## src/rtl/dbg_instcache_pkg.sv

```systemverilog
// Shared definitions for the instruction-cache debug observer: controller
// state encodings, cache line field positions and error flag indices.
package dbg_instcache_pkg;

  typedef enum logic [1:0] {
    S_CACHE   = 2'd0,
    S_ADDR    = 2'd1,
    S_DATA    = 2'd2,
    S_ILLEGAL = 2'd3
  } cache_state_e;

  localparam int LINE_W       = 89;
  localparam int LINE_VALID   = 88;
  localparam int LINE_TAG_HI  = 87;
  localparam int LINE_TAG_LO  = 64;
  localparam int LINE_DATA_HI = 63;
  localparam int LINE_DATA_LO = 0;

  localparam int ERR_W             = 6;
  localparam int ERR_ILLEGAL_STATE = 0;
  localparam int ERR_REQ_DROP      = 1;
  localparam int ERR_ADDR_UNSTABLE = 2;
  localparam int ERR_COMP_MISMATCH = 3;
  localparam int ERR_NO_REQ        = 4;
  localparam int ERR_HIT_INVALID   = 5;

  // RISC-V: an instruction is compressed unless its two low bits are 2'b11.
  function automatic logic is_compressed(input logic [1:0] low_bits);
    return ~&low_bits;
  endfunction

endpackage

```

## src/rtl/dbg_instcache_if.sv

```systemverilog
// Read-only TileLink A/D channel subset seen by the instruction cache.
interface dbg_instcache_if;

  logic        a_valid;
  logic        a_ready;
  logic [63:0] a_address;
  logic        d_valid;
  logic        d_ready;
  logic [63:0] d_data;

  modport master (output a_valid, a_address, d_ready,
                  input  a_ready, d_valid, d_data);
  modport slave  (input  a_valid, a_address, d_ready,
                  output a_ready, d_valid, d_data);
  modport monitor (input a_valid, a_ready, a_address, d_valid, d_ready, d_data);

endinterface

```

## src/rtl/dbg_instcache_dff.sv

```systemverilog
// History flop with async active-low reset, synchronous clear and enable.
module dff #(
  parameter int              WIDTH     = 1,
  parameter logic [WIDTH-1:0] RESET_VAL = {WIDTH{1'b0}}
) (
  input  logic             clk,
  input  logic             rst_n,
  input  logic             clear,
  input  logic             enable,
  input  logic [WIDTH-1:0] d,
  output logic [WIDTH-1:0] q
);

  // Storage: clear takes priority over load.
  always_ff @(posedge clk or negedge rst_n) begin
    if (!rst_n) begin
      q <= RESET_VAL;
    end else if (clear) begin
      q <= RESET_VAL;
    end else if (enable) begin
      q <= d;
    end
  end

endmodule

```

## src/rtl/dbg_instcache.sv

```systemverilog
// Passive instruction-cache observer: event counters, last miss PC and sticky
// protocol error flags. Define DBG_INSTCACHE_TRACE_EN for a per-event trace.
module dbg_instcache
  import dbg_instcache_pkg::*;
#(
  parameter int CNT_W = 32
) (
  input  logic                  clk,
  input  logic                  rst_n,
  input  logic [63:0]           pc,
  input  logic [1:0]            state,
  input  logic [LINE_W-1:0]     line,
  input  logic [LINE_W-1:0]     bh_line,
  input  logic [1:0]            req_bmp,
  input  logic                  inst_valid,
  input  logic                  inst_comp,
  input  logic [31:0]           inst,
  input  logic                  page_fault,
  input  logic                  invalid,
  input  logic                  request,
  dbg_instcache_if.monitor      bus,
  output logic [CNT_W-1:0]      hit_cnt,
  output logic [CNT_W-1:0]      miss_cnt,
  output logic [CNT_W-1:0]      req_cnt,
  output logic [CNT_W-1:0]      fill_cnt,
  output logic [CNT_W-1:0]      fault_cnt,
  output logic [CNT_W-1:0]      flush_cnt,
  output logic [63:0]           miss_pc,
  output logic [ERR_W-1:0]      err,
  output logic                  err_any
);

  localparam logic [CNT_W-1:0] CNT_ZERO = {CNT_W{1'b0}};
  localparam logic [CNT_W-1:0] CNT_ONE  = {{(CNT_W-1){1'b0}}, 1'b1};
  localparam logic [CNT_W-1:0] CNT_MAX  = {CNT_W{1'b1}};

  logic [1:0]       prev_state_r;
  logic             prev_a_valid_r;
  logic             prev_a_ready_r;
  logic [63:0]      prev_a_address_r;
  logic             prev_page_fault_r;

  logic             hit_ev_s;
  logic             miss_ev_s;
  logic             req_ev_s;
  logic             fill_ev_s;
  logic             fault_ev_s;
  logic             flush_ev_s;
  logic             a_stalled_s;
  logic [ERR_W-1:0] err_cond_s;
  logic             unused_s;

  function automatic logic [CNT_W-1:0] sat_inc(input logic [CNT_W-1:0] v, input logic ev);
    return (ev && (v != CNT_MAX)) ? (v + CNT_ONE) : v;
  endfunction

  dff #(.WIDTH(2))  u_prev_state (.clk(clk), .rst_n(rst_n), .clear(1'b0), .enable(1'b1),
                                  .d(state), .q(prev_state_r));
  dff #(.WIDTH(1))  u_prev_valid (.clk(clk), .rst_n(rst_n), .clear(1'b0), .enable(1'b1),
                                  .d(bus.a_valid), .q(prev_a_valid_r));
  dff #(.WIDTH(1))  u_prev_ready (.clk(clk), .rst_n(rst_n), .clear(1'b0), .enable(1'b1),
                                  .d(bus.a_ready), .q(prev_a_ready_r));
  dff #(.WIDTH(64)) u_prev_addr  (.clk(clk), .rst_n(rst_n), .clear(1'b0), .enable(1'b1),
                                  .d(bus.a_address), .q(prev_a_address_r));
  dff #(.WIDTH(1))  u_prev_pf    (.clk(clk), .rst_n(rst_n), .clear(1'b0), .enable(1'b1),
                                  .d(page_fault), .q(prev_page_fault_r));

  // Event decode for the counters.
  always_comb begin
    hit_ev_s   = (state == S_CACHE) && !invalid && inst_valid;
    miss_ev_s  = (prev_state_r == S_CACHE) && (state == S_ADDR);
    req_ev_s   = bus.a_valid && bus.a_ready;
    fill_ev_s  = bus.d_valid && bus.d_ready;
    fault_ev_s = (state == S_ADDR) && page_fault;
    flush_ev_s = invalid;
  end

  // Error conditions; the A-channel checks rely on a stall seen last cycle.
  always_comb begin
    a_stalled_s = prev_a_valid_r && !prev_a_ready_r;
    err_cond_s  = {ERR_W{1'b0}};
    err_cond_s[ERR_ILLEGAL_STATE] = (state == S_ILLEGAL);
    err_cond_s[ERR_REQ_DROP]      = a_stalled_s && !bus.a_valid && !prev_page_fault_r;
    err_cond_s[ERR_ADDR_UNSTABLE] = a_stalled_s && bus.a_valid &&
                                    (bus.a_address != prev_a_address_r);
    err_cond_s[ERR_COMP_MISMATCH] = (inst_comp != is_compressed(inst[1:0]));
    err_cond_s[ERR_NO_REQ]        = ((state == S_ADDR) || (state == S_DATA)) && (req_bmp == 2'b00);
    err_cond_s[ERR_HIT_INVALID]   = inst_valid && !invalid && !line[LINE_VALID];
  end

  // Saturating counters, last miss PC and sticky error flags.
  always_ff @(posedge clk or negedge rst_n) begin
    if (!rst_n) begin
      hit_cnt   <= CNT_ZERO;
      miss_cnt  <= CNT_ZERO;
      req_cnt   <= CNT_ZERO;
      fill_cnt  <= CNT_ZERO;
      fault_cnt <= CNT_ZERO;
      flush_cnt <= CNT_ZERO;
      miss_pc   <= 64'h0;
      err       <= {ERR_W{1'b0}};
    end else begin
      hit_cnt   <= sat_inc(hit_cnt, hit_ev_s);
      miss_cnt  <= sat_inc(miss_cnt, miss_ev_s);
      req_cnt   <= sat_inc(req_cnt, req_ev_s);
      fill_cnt  <= sat_inc(fill_cnt, fill_ev_s);
      fault_cnt <= sat_inc(fault_cnt, fault_ev_s);
      flush_cnt <= sat_inc(flush_cnt, flush_ev_s);
      miss_pc   <= miss_ev_s ? pc : miss_pc;
      err       <= err | err_cond_s;
    end
  end

  assign err_any  = |err;
  assign unused_s = ^{line[LINE_TAG_HI:LINE_DATA_LO], bh_line, inst[31:2], request, bus.d_data};

`ifdef DBG_INSTCACHE_TRACE_EN
  localparam bit TRACE_ON = 1'b1;

  // Event trace, one line per miss, fill, page fault and newly set error.
  always @(posedge clk) begin
    if (rst_n) begin
      if (miss_ev_s)  $display("%0t dbg_instcache miss pc=%h", $time, pc);
      if (fill_ev_s)  $display("%0t dbg_instcache fill addr=%h data=%h", $time,
                               prev_a_address_r, bus.d_data);
      if (fault_ev_s) $display("%0t dbg_instcache page_fault pc=%h", $time, pc);
      if (|(err_cond_s & ~err)) $display("%0t dbg_instcache err_set bits=%b", $time,
                                         err_cond_s & ~err);
    end
  end
`else
  localparam bit TRACE_ON = 1'b0;
`endif

endmodule

```

## src/flat_wrapper.sv

```systemverilog
// flat-port wrapper written by rule: the top's interface ports become plain ports
module dbg_instcache_flat import dbg_instcache_pkg::*;
#(
  parameter int CNT_W = 32
)
  (clk, rst_n, pc, state, line, bh_line, req_bmp, inst_valid, inst_comp, inst, page_fault, invalid, request, hit_cnt, miss_cnt, req_cnt, fill_cnt, fault_cnt, flush_cnt, miss_pc, err, err_any, bus_a_valid, bus_a_ready, bus_a_address, bus_d_valid, bus_d_ready, bus_d_data);
  dbg_instcache_if bus_i ();
  input  logic clk;
  input  logic rst_n;
  input  logic [63:0] pc;
  input  logic [1:0] state;
  input  logic [LINE_W-1:0] line;
  input  logic [LINE_W-1:0] bh_line;
  input  logic [1:0] req_bmp;
  input  logic inst_valid;
  input  logic inst_comp;
  input  logic [31:0] inst;
  input  logic page_fault;
  input  logic invalid;
  input  logic request;
  output logic [CNT_W-1:0] hit_cnt;
  output logic [CNT_W-1:0] miss_cnt;
  output logic [CNT_W-1:0] req_cnt;
  output logic [CNT_W-1:0] fill_cnt;
  output logic [CNT_W-1:0] fault_cnt;
  output logic [CNT_W-1:0] flush_cnt;
  output logic [63:0] miss_pc;
  output logic [ERR_W-1:0] err;
  output logic err_any;
  input wire logic [$bits(bus_i.a_valid)-1:0] bus_a_valid;
  input wire logic [$bits(bus_i.a_ready)-1:0] bus_a_ready;
  input wire logic [$bits(bus_i.a_address)-1:0] bus_a_address;
  input wire logic [$bits(bus_i.d_valid)-1:0] bus_d_valid;
  input wire logic [$bits(bus_i.d_ready)-1:0] bus_d_ready;
  input wire logic [$bits(bus_i.d_data)-1:0] bus_d_data;
  assign bus_i.a_valid = bus_a_valid;
  assign bus_i.a_ready = bus_a_ready;
  assign bus_i.a_address = bus_a_address;
  assign bus_i.d_valid = bus_d_valid;
  assign bus_i.d_ready = bus_d_ready;
  assign bus_i.d_data = bus_d_data;
  dbg_instcache #(.CNT_W(CNT_W)) u_core (.clk(clk), .rst_n(rst_n), .pc(pc), .state(state), .line(line), .bh_line(bh_line), .req_bmp(req_bmp), .inst_valid(inst_valid), .inst_comp(inst_comp), .inst(inst), .page_fault(page_fault), .invalid(invalid), .request(request), .bus(bus_i), .hit_cnt(hit_cnt), .miss_cnt(miss_cnt), .req_cnt(req_cnt), .fill_cnt(fill_cnt), .fault_cnt(fault_cnt), .flush_cnt(flush_cnt), .miss_pc(miss_pc), .err(err), .err_any(err_any));
endmodule
```

## config.mk

```make
export PLATFORM = sky130hd
export DESIGN_NAME = dbg_instcache_flat
export DESIGN_NICKNAME = d
export VERILOG_FILES = /design/src/rtl/dbg_instcache_pkg.sv /design/src/rtl/dbg_instcache_if.sv /design/src/rtl/dbg_instcache_dff.sv /design/src/rtl/dbg_instcache.sv /design/src/flat_wrapper.sv
export SDC_FILE = /design/constraint.sdc
export NUM_CORES = 1
export LEC_CHECK = 0
export CAP_MARGIN = 20
export CORE_AREA = 8 8 261 263
export DETAILED_ROUTE_END_ITERATION = 12
export DIE_AREA = 0 0 269 271
export PLACE_DENSITY = 0.5
export SYNTH_ARGS = -nofsm -noshare
export SYNTH_HDL_FRONTEND = slang
export SYNTH_SLANG_ARGS = --single-unit
```

## constraint.sdc

```tcl
create_clock -name clk -period 2.52 [get_ports clk]
set_clock_uncertainty 0.05 [all_clocks]
set_input_delay 0.504 -clock clk [delete_from_list [all_inputs] [get_ports clk]]
set_output_delay 0.504 -clock clk [all_outputs]
set_load 0.05 [all_outputs]
```

**Yosys cells after proc, flatten, opt, wreduce, memory -nomap -nowiden**

Index checks and enable logic that the tools add are counted.

- Register bits: 331
- Bits of input ports: 417
- Output and inout bits: 263
- Word-level logic and storage cells: 63

- $add $sub $neg: 6
- Equality and inequality tests: 11
- Bitwise gates (word level): 1
- Reductions and logical operators: 32

Operators with widths:

| kind | count |
|---|---|
| adder 32 x 1 -> 32 bit, second input constant | 6 |
| inequality test 32 bit, second input constant | 6 |
| inequality test 64 bit | 1 |
| logical AND 1 bit | 20 |
| logical NOT 1 bit | 6 |
| logical NOT 2 bit | 3 |
| OR 6 bit | 1 |
| OR reduction 6 bit | 1 |
| equality test 2 bit, second input constant | 2 |
| equality test 2 x 1 -> 1 bit, second input constant | 1 |
| AND reduction 2 bit | 1 |
| logical OR 1 bit | 1 |
| inequality test 1 bit | 1 |

**Depth between registers and ports, before layout**

Gate-level depths: netlist (run 1).

- Word-level depth: 5
- Depth in mapped cells: 8
- Mapped depth without buffers: 8

**Hierarchy**

From an unflattened synthesis (run 1), not the netlist that was laid out.

- Cells, all modules: 1,321
- Area total of the unflattened synthesis: 15,173.3 um^2

Modules (own cells, without submodules):

| module | instances | cells an instance | area each (um^2) | sequential area each (um^2) |
|---|---|---|---|---|
| dbg_instcache | 1 | 1,100 | 12,368.1 | 6,556.3 |
| dff at u_core.u_prev_addr | 1 | 206 | 2,611.3 | 1,601.5 |
| dff at u_core.u_prev_pf ... | 3 | 3 | 38.8 | 25.0 |
| dff at u_core.u_prev_state | 1 | 6 | 77.6 | 50.0 |

**Worst setup path before layout (run 1)**

Ideal clock, no wire load.

- Path kind: register to register
- Start point: register u_core.req_cnt[0]
- End point: register u_core.req_cnt[23]
- Library setup time: 0.144 ns
- Data arrival time: 2.322 ns
- Data required time: 2.326 ns
- Slack: 0.005 ns
- Cell stages (with the launch flop): 7
- Buffers on the path: 0
- Period minus slack after synthesis: 2.515 ns
- Cell sequence: dfrtp_1 -> ha_1 -> nand2_1 -> or4_1 -> o31ai_1 -> nor3_1 -> xor2_1

- Word-level cells in the longest chain between the ends: 2
- Elaborated cells between the ends (all ways): 3
- Those cells by class: 1 x add/sub; 1 x eq/ne; 1 x reduce/logical

Ends and longest elaborated chain:

| element | line | RTL |
|---|---|---|
| start, declared | dbg_instcache.sv:24 | `output logic [CNT_W-1:0] req_cnt,` |
| start signal, assigned | dbg_instcache.sv:105 | `req_cnt <= sat_inc(req_cnt, req_ev_s);` |
| branches (longest 2 deep; another with adder 32 x 1 -> 32 bit) | n/a |  |

Several ways; the timed one is not identified.
A chain may end at the register's enable or synchronous reset.

**Worst setup path after layout (run 1)**

- Start point: register u_core.req_cnt[28]
- End point: output port req_cnt[28]

RTL lines:

| element | line | RTL |
|---|---|---|
| end, declared | flat_wrapper.sv:23 | `output logic [CNT_W-1:0] req_cnt;` |

No word-level cell between the ends.

==> impl_metrics.env, run 1 <==
export IMPL_status="finished clean"
export IMPL_drt_pass1_iterations=5
export IMPL_detail_route_antenna_nets=0
export IMPL_nets=2056
export IMPL_pwr_share_comb=0.247
export IMPL_netlist_area_mm2=0.0140
export IMPL_leakagePower_nw=8.87
export IMPL_synth_nets=1561
export IMPL_rsz0062_at_grt="false"
export IMPL_htree_levels=2
export IMPL_overflow=0
export IMPL_cts_sinks=331
export IMPL_cts_tree="yes"
export IMPL_cp_slowest_cell="clkdlybuf4s50_1"
export IMPL_synth_most_common_cell="dfrtp_1"
export IMPL_io_pins=680
export IMPL_ys_async_sr_fraction=1.00
export IMPL_path_cells="clkdlybuf4s50_1"
export IMPL_die_h_um=271
export IMPL_grt_max_degree=67
export IMPL_end_kind="output pin"
export IMPL_clkPwrFrac=0.356
export IMPL_critical_path_class="flip-flop to output pin"
export IMPL_cap_violations=0
export IMPL_drc=0
export IMPL_p_int_mw=10.6
export IMPL_start_util=0.219
export IMPL_setup_viol=0
export IMPL_utilization=0.327
export IMPL_grt_antenna_before_repair=5
export IMPL_layout_cells_non_filler=2521
export IMPL_p_sw_mw=5.36
export IMPL_synth_top_area_cell="dfrtp_1"
export IMPL_post_route_period_util=0.972
export IMPL_hold_violations=0
export IMPL_wire_per_inst_um=17.7
export IMPL_synth_ff_type="dfrtp_1"
export IMPL_finalWirelength_um=44600
export IMPL_core_area_mm2=0.0639
export IMPL_first_global_vias=11100
export IMPL_period_minus_slack_ns=2.45
export IMPL_cp_max_fo=6
export IMPL_netlist_instances=1135
export IMPL_hpwl_um=34300
export IMPL_synth_warning_count=0
export IMPL_drv_slew=0
export IMPL_cp_start_kind="flip-flop"
export IMPL_synth_edf_count=0
export IMPL_cts_root_buffer="clkbuf_16"
export IMPL_critPathBufInv=1
export IMPL_peakVddDrop_v=0.000637
export IMPL_synth_seq_cells=331
export IMPL_port_buffers=407
export IMPL_ys_seq_area_frac=0.592
export IMPL_numCtsBuffers=42
export IMPL_grt_pass1_wl_um=68200
export IMPL_gp_congestion=0.786
export IMPL_seqPwrFrac=0.397
export IMPL_track_usage=0.119
export IMPL_ys_types=49
export IMPL_post_cts_buffers=0
export IMPL_synth_top_cell_area_share=0.592
export IMPL_placed_area_mm2=0.0195
export IMPL_design_area_mm2=0.0209
export IMPL_drt_iter0_drc=530
export IMPL_dieArea_mm2=0.0729
export IMPL_drive_above_1_share=0.135
export IMPL_slowest_delay_ns=0.87
export IMPL_tightest_slew_ns=0.630
export IMPL_tns_ns=0
export IMPL_placementRows=93
export IMPL_yosys_top_cells_count="331 x dfrtp_1, 189 x xnor2_1, 82 x nand2_1, 81 x nand3_1, 78 x nand4_1"
export IMPL_hp_class="input pin to flip-flop"
export IMPL_path_delay_family="buffers and inverters"
export IMPL_area_growth_pct=49.5
export IMPL_slew_limit_headroom=0.577
export IMPL_path_clk_slew_ns=0.06
export IMPL_dp_cells=2440
export IMPL_switching_share=0.336
export IMPL_syn_avg_cell_area_um2=12.3
export IMPL_clk_latency_ns=0.56
export IMPL_required_ns=1.97
export IMPL_cellPowerDensity_mw_per_mm2=764
export IMPL_die_w_um=269
export IMPL_clock_fmax_mhz=408
export IMPL_clk_path_buf_depth=3
export IMPL_ys_top_cells_by_area="dfrtp_1 59%, xnor2_1 12%, mux2_2 5.7%"
export IMPL_vias_per_cell=4.16
export IMPL_arrival_ns=1.90
export IMPL_vias=10500
[what timing repair did]
| item | in CTS | in global routing |
|---|---|---|
| hold buffers | 1 | 0 |
| pin swaps | 0 | 1 |
| endpoints found under the hold margin | 45 | 0 |
| gates cloned | 0 | 0 |
| endpoints found under the setup margin | 6 | 19 |
| gates resized for setup | 6 | 18 |
[layout make-up]
cell class              instances  area (µm²)
flip-flops and latches        331        8280
well taps                     855        1070
clock inverters                20         141
clock buffers                  55        1170
inverters                      12        45.0
fillers                      6391       43000
repair buffers                462        4550
diodes                          5        12.5
multi-input cells             781        5620
[registers in the layout, indices dropped and copies added (netlist names)]
name                   count
u_core.miss_cnt           32
u_core.flush_cnt          32
u_core.err                 6
u_core.fill_cnt           32
u_core.u_prev_ready.q      1
u_core.req_cnt            32
u_core.fault_cnt          32
u_core.u_prev_valid.q      1
u_core.hit_cnt            32
u_core.miss_pc            64
u_core.u_prev_pf.q         1
u_core.u_prev_state.q      2
u_core.u_prev_addr.q      64
[placed cells by master, fill, tap and decap left out, types with 8 or more instances in the layout]
master,synthesis,layout
and3_1,37,37
nand4_1,78,78
nand2_1,82,82
xor2_1,53,53
and2_1,10,10
ha_1,9,9
and4_1,19,19
clkinv_2,0,12
mux2_2,71,71
nor4_1,11,11
nor3_1,24,24
inv_1,12,12
xnor2_1,189,189
clkbuf_16,0,43
dfrtp_1,331,331
nor2_1,51,51
dlymetal6s2s_1,0,17
clkdlybuf4s50_1,0,373
a21oi_1,8,8
buf_4,0,60
nand3_1,81,81
[cell families (layout without fill, tap and decap cells)]
kind of cell / after synthesis / count (layout) / share of synthesized area
other: 0 / 5 / 0
xor gates and xnor gates: 242 / 242 / 0.152
buffers and inverters: 23 / 549 / 0.00618
AOI/OAI and AO/OA: 30 / 30 / 0.0164
and+or+nand+nor: 428 / 428 / 0.167
adders and majority gates: 9 / 9 / 0.00806
muxes: 72 / 72 / 0.0579
DFF: 331 / 331 / 0.592
[power groups by stage]
stage               sequential, mW  clock [mW]  combinational (mW)
floorplan                     7.98           0               0.709
global placement              6.41           0                3.99
detailed placement            6.44           0                4.00
CTS                           6.35        5.96                4.01
global route                  6.44        6.19                4.16
finish                        6.34        5.69                3.94
[path summary, 6_finish.rpt]
check                      cells after the start               start  slack [ns]                        to
setup / recovery                               1  u_core.req_cnt[28]        0.07               req_cnt[28]
hold / removal                                 1   bus_a_address[21]        0.40  u_core.u_prev_addr.q[21]
setup reg to reg                               6   u_core.req_cnt[0]        0.20         u_core.req_cnt[1]
hold reg to reg                                1  u_core.fill_cnt[6]        0.44        u_core.fill_cnt[6]
max in group asynchronous                      3               rst_n        1.17  u_core.u_prev_addr.q[59]
min in group asynchronous                      2               rst_n        0.43         u_core.miss_pc[2]
[worst register-to-register path, stage by stage, from the launching register on]
cell and delay [ns]:
dfrtp_1 0.41, ha_1 0.25, nand2_1 0.09, or4_1 0.61
nor3_1 0.28, nor2_1 0.21, mux2_2 0.31
[metrics by stage]
| step | total power, mW | hold slack [ns] | setup WS [ns] |
|---|---|---|---|
| after detailed placement | 10.4 | 0.432 | -0.364 |
| after global routing | 16.8 | 0.349 | 0.000518 |
| final | 16.0 | 0.396 | 0.0700 |
| after floorplan | 8.69 | 0.158 | 0.00475 |
| after global placement | 10.4 | 0.424 | -0.333 |
| after CTS | 16.3 | 0.351 | 0.00171 |
[per-layer routing]
metal	track usage	share of wire
met3	0.0547	0.11
met2	0.189	0.45
met1	0.145	0.42
met5	0	0
met4	0.0326	0.022
Power figures use the tool's default switching activity.
==> inputs of run 2 (changes only) <==
--- a/config.mk
+++ b/config.mk
@@ -5,11 +5,12 @@
 export SDC_FILE = /design/constraint.sdc
 export NUM_CORES = 1
 export LEC_CHECK = 0
+export ABC_AREA = 1
 export CAP_MARGIN = 20
-export CORE_AREA = 8 8 261 263
+export CORE_AREA = 8 8 260 262
 export DETAILED_ROUTE_END_ITERATION = 12
-export DIE_AREA = 0 0 269 271
-export PLACE_DENSITY = 0.5
+export DIE_AREA = 0 0 268 270
+export PLACE_DENSITY = 0.56
 export SYNTH_ARGS = -nofsm -noshare
 export SYNTH_HDL_FRONTEND = slang
 export SYNTH_SLANG_ARGS = --single-unit
==> impl_metrics.env, run 2 <==
export IMPL_detail_route_antenna_nets=0
export IMPL_placed_area_mm2=0.0229
export IMPL_synth_seq_cells=331
export IMPL_yosys_top_cells_count="1,071 x nand2_1, 331 x dfrtp_1, 283 x nor2_1, 234 x inv_1, 78 x xor2_1"
export IMPL_clk_path_buf_depth=3
export IMPL_synth_ff_type="dfrtp_1"
export IMPL_synth_warning_count=0
export IMPL_htree_levels=2
export IMPL_top_regs="u_core.miss_pc x64, u_core.u_prev_addr.q x64"
export IMPL_finalWirelength_um=55600
export IMPL_p_total_mw=16.4
export IMPL_drt_pass1_iterations=5
export IMPL_cts_tree="yes"
export IMPL_path_clk_slew_ns=0.06
export IMPL_cp_slowest_cell="clkdlybuf4s50_1"
export IMPL_vias=16000
export IMPL_syn_avg_cell_area_um2=7.28
export IMPL_ys_top_cells_by_area="dfrtp_1 47%, nand2_1 23%, nor2_1 6.0%"
export IMPL_layout_common_cells="1,070 x nand2_1, 375 x clkdlybuf4s50_1, 331 x dfrtp_1, 283 x nor2_1, 233 x inv_1"
export IMPL_ys_types=38
export IMPL_cts_root_buffer="clkbuf_16"
export IMPL_path_delay_family="buffers and inverters"
export IMPL_tightest_slew_ns=0.620
export IMPL_post_route_period_util=0.979
export IMPL_peakVddDrop_v=0.000503
export IMPL_cp_max_fo=6
export IMPL_synth_top_cell_area_share=0.470
export IMPL_die_h_um=270
export IMPL_rsz0062_at_grt="false"
export IMPL_hpwl_um=42700
export IMPL_ys_async_sr_fraction=1.00
export IMPL_synth_nets=2847
export IMPL_cp_start_kind="flip-flop"
export IMPL_netlist_area_mm2=0.0176
export IMPL_critPathBufInv=1
export IMPL_area_growth_pct=37.4
export IMPL_synth_edf_count=0
export IMPL_cap_violations=0
export IMPL_drv_slew=0
export IMPL_nets=3290
export IMPL_post_cts_buffers=0
export IMPL_grt_pass1_wl_um=89400
export IMPL_synth_top_area_cell="dfrtp_1"
export IMPL_mostFrequentLayoutCell="nand2_1"
export IMPL_path_cells="clkdlybuf4s50_1"
export IMPL_placementRows=93
export IMPL_period_minus_slack_ns=2.47
export IMPL_critical_path_class="flip-flop to output pin"
export IMPL_clock_fmax_mhz=405
export IMPL_gp_congestion=0.855
export IMPL_drive_above_1_share=0.0526
export IMPL_vias_per_cell=4.26
export IMPL_leakagePower_nw=11.5
export IMPL_drt_iter0_drc=785
export IMPL_arrival_ns=1.91
export IMPL_core_area_mm2=0.0636
export IMPL_required_ns=1.97
export IMPL_drc=0
export IMPL_cellPowerDensity_mw_per_mm2=679
export IMPL_ys_seq_area_frac=0.470
export IMPL_tns_ns=0
export IMPL_end_kind="output pin"
export IMPL_track_usage=0.152
export IMPL_hp_class="input pin to flip-flop"
export IMPL_io_pins=680
export IMPL_cts_sinks=331
export IMPL_clk_latency_ns=0.55
export IMPL_first_global_vias=16000
export IMPL_die_w_um=268
export IMPL_numCtsBuffers=42
export IMPL_hold_violations=0
export IMPL_slowest_delay_ns=0.87
export IMPL_grt_antenna_before_repair=6
export IMPL_wire_per_inst_um=14.8
export IMPL_synth_most_common_cell="nand2_1"
export IMPL_status="finished clean"
export IMPL_start_util=0.277
export IMPL_utilization=0.380
export IMPL_slew_limit_headroom=0.588
export IMPL_design_area_mm2=0.0242
export IMPL_grt_max_degree=65
export IMPL_port_buffers=407
export IMPL_rrSetupSlack_ns=0.32
export IMPL_setup_viol=0
export IMPL_overflow=0
export IMPL_netlist_instances=2421
export IMPL_dieArea_mm2=0.0724
## run 2: cell type report
| type | instances | area, µm² |
|---|---|---|
| fillers | 6634 | 39400 |
| flip-flops and latches | 331 | 8280 |
| multi-input cells | 1799 | 8130 |
| repair buffers | 445 | 4500 |
| clock buffers | 63 | 1240 |
| well taps | 855 | 1070 |
| inverters | 245 | 922 |
| clock inverters | 9 | 52.6 |
| diodes | 4 | 10.0 |
## run 2: timing repair
item                                    in CTS  in global routing
gates resized for setup                      7                 13
hold buffers                                 1                  0
pin swaps                                    0                  0
endpoints found under the setup margin       7                 13
endpoints found under the hold margin       44                  0
## run 2: final timing paths
path                                       start                  endpoint  cells after the start
max in group asynchronous                  rst_n  u_core.u_prev_addr.q[56]                      3
hold reg to reg            u_core.u_prev_ready.q             u_core.err[1]                      1
min in group asynchronous                  rst_n         u_core.req_cnt[5]                      2
setup / recovery            u_core.fault_cnt[22]             fault_cnt[22]                      1
hold / removal                  bus_a_address[2]   u_core.u_prev_addr.q[2]                      1
setup reg to reg              u_core.fill_cnt[0]       u_core.fill_cnt[29]                     10
## run 2: layer usage
metal  up-vias  part of all wire  track usage
li1       8338                 -            -
met1      7218              0.45        0.194
met2       374              0.46        0.245
met3        60             0.076       0.0510
met4         6             0.019       0.0377
met5         -           0.00066            0
## run 2: logic make-up (layout without fill, tap and decap cells)
family | count (synthesis) | after routing | synth area share
xor gates and xnor gates | 120 | 120 | 0.0596
DFF | 331 | 331 | 0.470
and+or+nand+nor | 1586 | 1586 | 0.370
other | 0 | 4 | 0
adders and majority gates | 9 | 9 | 0.00639
buffers and inverters | 291 | 762 | 0.0691
AOI/OAI and AO/OA | 84 | 84 | 0.0248
## run 2: through the flow
stage / hold WS (ns) / setup WS (ns) / instances
final: 0.395 / 0.0531 / 3751
after global routing: 0.361 / 0.00262 / 3750
after CTS: 0.350 / 0.00433 / 3747
after detailed placement: 0.414 / 0.0853 / 3674
after global placement: 0.410 / 0.178 / 3674
after floorplan: 0.158 / 0.381 / 2421
## run 2: power breakdown
group	internal, mW	total [mW]	switching, mW
logic	1.48	4.32	2.84
clock network	3.39	5.73	2.33
registers	5.85	6.39	0.536
==> inputs of run 3 (changes only) <==
--- a/config.mk
+++ b/config.mk
@@ -6,11 +6,13 @@
 export NUM_CORES = 1
 export LEC_CHECK = 0
 export ABC_AREA = 1
-export CAP_MARGIN = 20
+export CAP_MARGIN = 0
 export CORE_AREA = 8 8 260 262
+export CTS_BUF_LIST = sky130_fd_sc_hd__clkbuf_16
 export DETAILED_ROUTE_END_ITERATION = 12
 export DIE_AREA = 0 0 268 270
 export PLACE_DENSITY = 0.56
+export REMOVE_ABC_BUFFERS = 1
 export SYNTH_ARGS = -nofsm -noshare
 export SYNTH_HDL_FRONTEND = slang
 export SYNTH_SLANG_ARGS = --single-unit
==> impl_metrics.env, run 3 (synthesis gave the netlist of run 2 again) <==
export IMPL_status="finished clean"
export IMPL_layout_common_cells="1,070 x nand2_1, 368 x clkdlybuf4s50_1, 331 x dfrtp_1, 283 x nor2_1, 240 x inv_1"
export IMPL_end_kind="output pin"
export IMPL_cp_start_kind="flip-flop"
export IMPL_pwr_share_comb=0.266
export IMPL_cts_sinks=331
export IMPL_p_total_mw=16.5
export IMPL_critPathBufInv=1
export IMPL_path_clk_slew_ns=0.06
export IMPL_drv_slew=0
export IMPL_rsz0062_at_grt="false"
export IMPL_final_fill_count=6669
export IMPL_hold_violations=0
export IMPL_drive_above_1_share=0.0503
export IMPL_clk_latency_ns=0.55
export IMPL_mostFrequentLayoutCell="nand2_1"
export IMPL_drt_iter0_drc=826
export IMPL_cellPowerDensity_mw_per_mm2=682
export IMPL_setup_viol=0
export IMPL_path_cells="clkdlybuf4s50_1"
export IMPL_core_area_mm2=0.0636
export IMPL_p_int_mw=10.7
export IMPL_cp_max_fo=6
export IMPL_wire_per_inst_um=15.5
export IMPL_htree_levels=2
export IMPL_grt_antenna_before_repair=4
export IMPL_slowest_delay_ns=0.87
export IMPL_detail_route_antenna_nets=0
export IMPL_top_usage_layer="met2"
export IMPL_use_met3=0.0627
export IMPL_hpwl_um=45100
export IMPL_grtUsageMet2=0.254
export IMPL_io_pins=680
export IMPL_die_h_um=270
export IMPL_path_delay_family="buffers and inverters"
export IMPL_port_buffers=407
export IMPL_arrival_ns=1.89
export IMPL_globalRouteMet1Util=0.196
export IMPL_track_usage=0.159
export IMPL_overflow=0
export IMPL_area_growth_pct=37.1
export IMPL_rrSetupSlack_ns=0.34
export IMPL_clk_path_buf_depth=3
export IMPL_nets=3285
export IMPL_hp_class="flip-flop to flip-flop"
export IMPL_top_regs="u_core.miss_pc x64, u_core.u_prev_addr.q x64"
export IMPL_finalWirelength_um=58000
export IMPL_dieArea_mm2=0.0724
export IMPL_design_area_mm2=0.0242
export IMPL_switching_share=0.351
export IMPL_gp_congestion=0.925
export IMPL_first_global_vias=16300
export IMPL_placementRows=93
export IMPL_placed_area_mm2=0.0228
export IMPL_cp_slowest_cell="clkdlybuf4s50_1"
export IMPL_multi_input_area_mm2=0.00813
export IMPL_vias=16100
export IMPL_post_cts_buffers=0
export IMPL_regArea_mm2=0.00828
export IMPL_cts_tree="yes"
export IMPL_period_minus_slack_ns=2.45
export IMPL_post_route_period_util=0.972
export IMPL_clock_fmax_mhz=408
export IMPL_die_w_um=268
export IMPL_grt_max_degree=65
export IMPL_numCtsBuffers=42
export IMPL_drt_pass1_iterations=5
export IMPL_cap_violations=0
export IMPL_p_sw_mw=5.79
export IMPL_peakVddDrop_v=0.000793
export IMPL_required_ns=1.97
export IMPL_clkPwrFrac=0.345
export IMPL_vias_per_cell=4.30
export IMPL_start_util=0.277
export IMPL_tightest_slew_ns=0.691
export IMPL_cts_root_buffer="clkbuf_16"
export IMPL_seqPwrFrac=0.389
export IMPL_slew_limit_headroom=0.535
export IMPL_grt_pass1_wl_um=92400
export IMPL_leakagePower_nw=11.6
export IMPL_critical_path_class="flip-flop to output pin"
export IMPL_drc=0
-- run 3: cell count changes in the layout (fill, tap and decap cells not counted), moves of 2 or more --
cell,change
dlymetal6s2s_1,+5
clkbuf_8,-5
clkbuf_1,-13
buf_4,-2
clkinv_1,+10
clkdlybuf4s50_1,-7
clkbuf_16,-2
bufinv_16,+3
diode_2,-2
clkinv_2,-2
inv_1,+7
dlygate4sd2_1,-2
-- run 3: worst paths after layout --
path                                 startpoint                   end  cells after the start
setup / recovery           u_core.fault_cnt[17]         fault_cnt[17]                      1
hold / removal               u_core.u_prev_pf.q         u_core.err[1]                      1
setup reg to reg             u_core.fill_cnt[0]   u_core.fill_cnt[20]                     10
hold reg to reg              u_core.u_prev_pf.q         u_core.err[1]                      1
max in group asynchronous                 rst_n  u_core.fault_cnt[12]                      3
min in group asynchronous                 rst_n    u_core.req_cnt[30]                      2
-- run 3: repair_timing --
| action | CTS | global route |
|---|---|---|
| resized for setup | 5 | 20 |
| pin swaps | 0 | 0 |
| setup endpoints to repair | 5 | 42 |
| endpoints found under the hold margin | 32 | 0 |
| hold buffers | 1 | 0 |
-- run 3: final cells by class --
| type | instances | area share |
|---|---|---|
| clock buffer | 43 | 0.0445 |
| sequential | 331 | 0.343 |
| timing repair buffer | 440 | 0.185 |
| multi-input combinational | 1799 | 0.336 |
| inverter | 245 | 0.0383 |
| tap | 855 | 0.0443 |
| clock inverter | 27 | 0.00808 |
| antenna | 2 | 0.000207 |
-- run 3: power by group through the flow --
stage	registers [mW]	clock network, mW	logic, mW
after floorplan	8.04	0	0.985
after CTS	6.40	5.94	4.44
after detailed placement	6.47	0	4.43
final	6.40	5.69	4.38
after global placement	6.47	0	4.43
after global routing	6.50	6.13	4.70
-- run 3: metrics by stage --
step	TNS, ns	hold WS [ns]	util	std cells	setup WS (ns)
finish	0	0.368	0.380	3742	0.0713
global route	0	0.359	0.379	3740	0.00363
CTS	0	0.351	0.379	3740	0.00232
detailed placement	0	0.361	0.359	3669	0.139
global placement	0	0.367	0.359	3669	0.147
floorplan	-87.13	0.158	-	2375	-1.40
-- run 3: per-layer routing --
layer | part of all wire | wire, µm
met5 | 0.00071 | 41
met4 | 0.029 | 1680
met3 | 0.099 | 5750
met2 | 0.44 | 25800
met1 | 0.43 | 24700
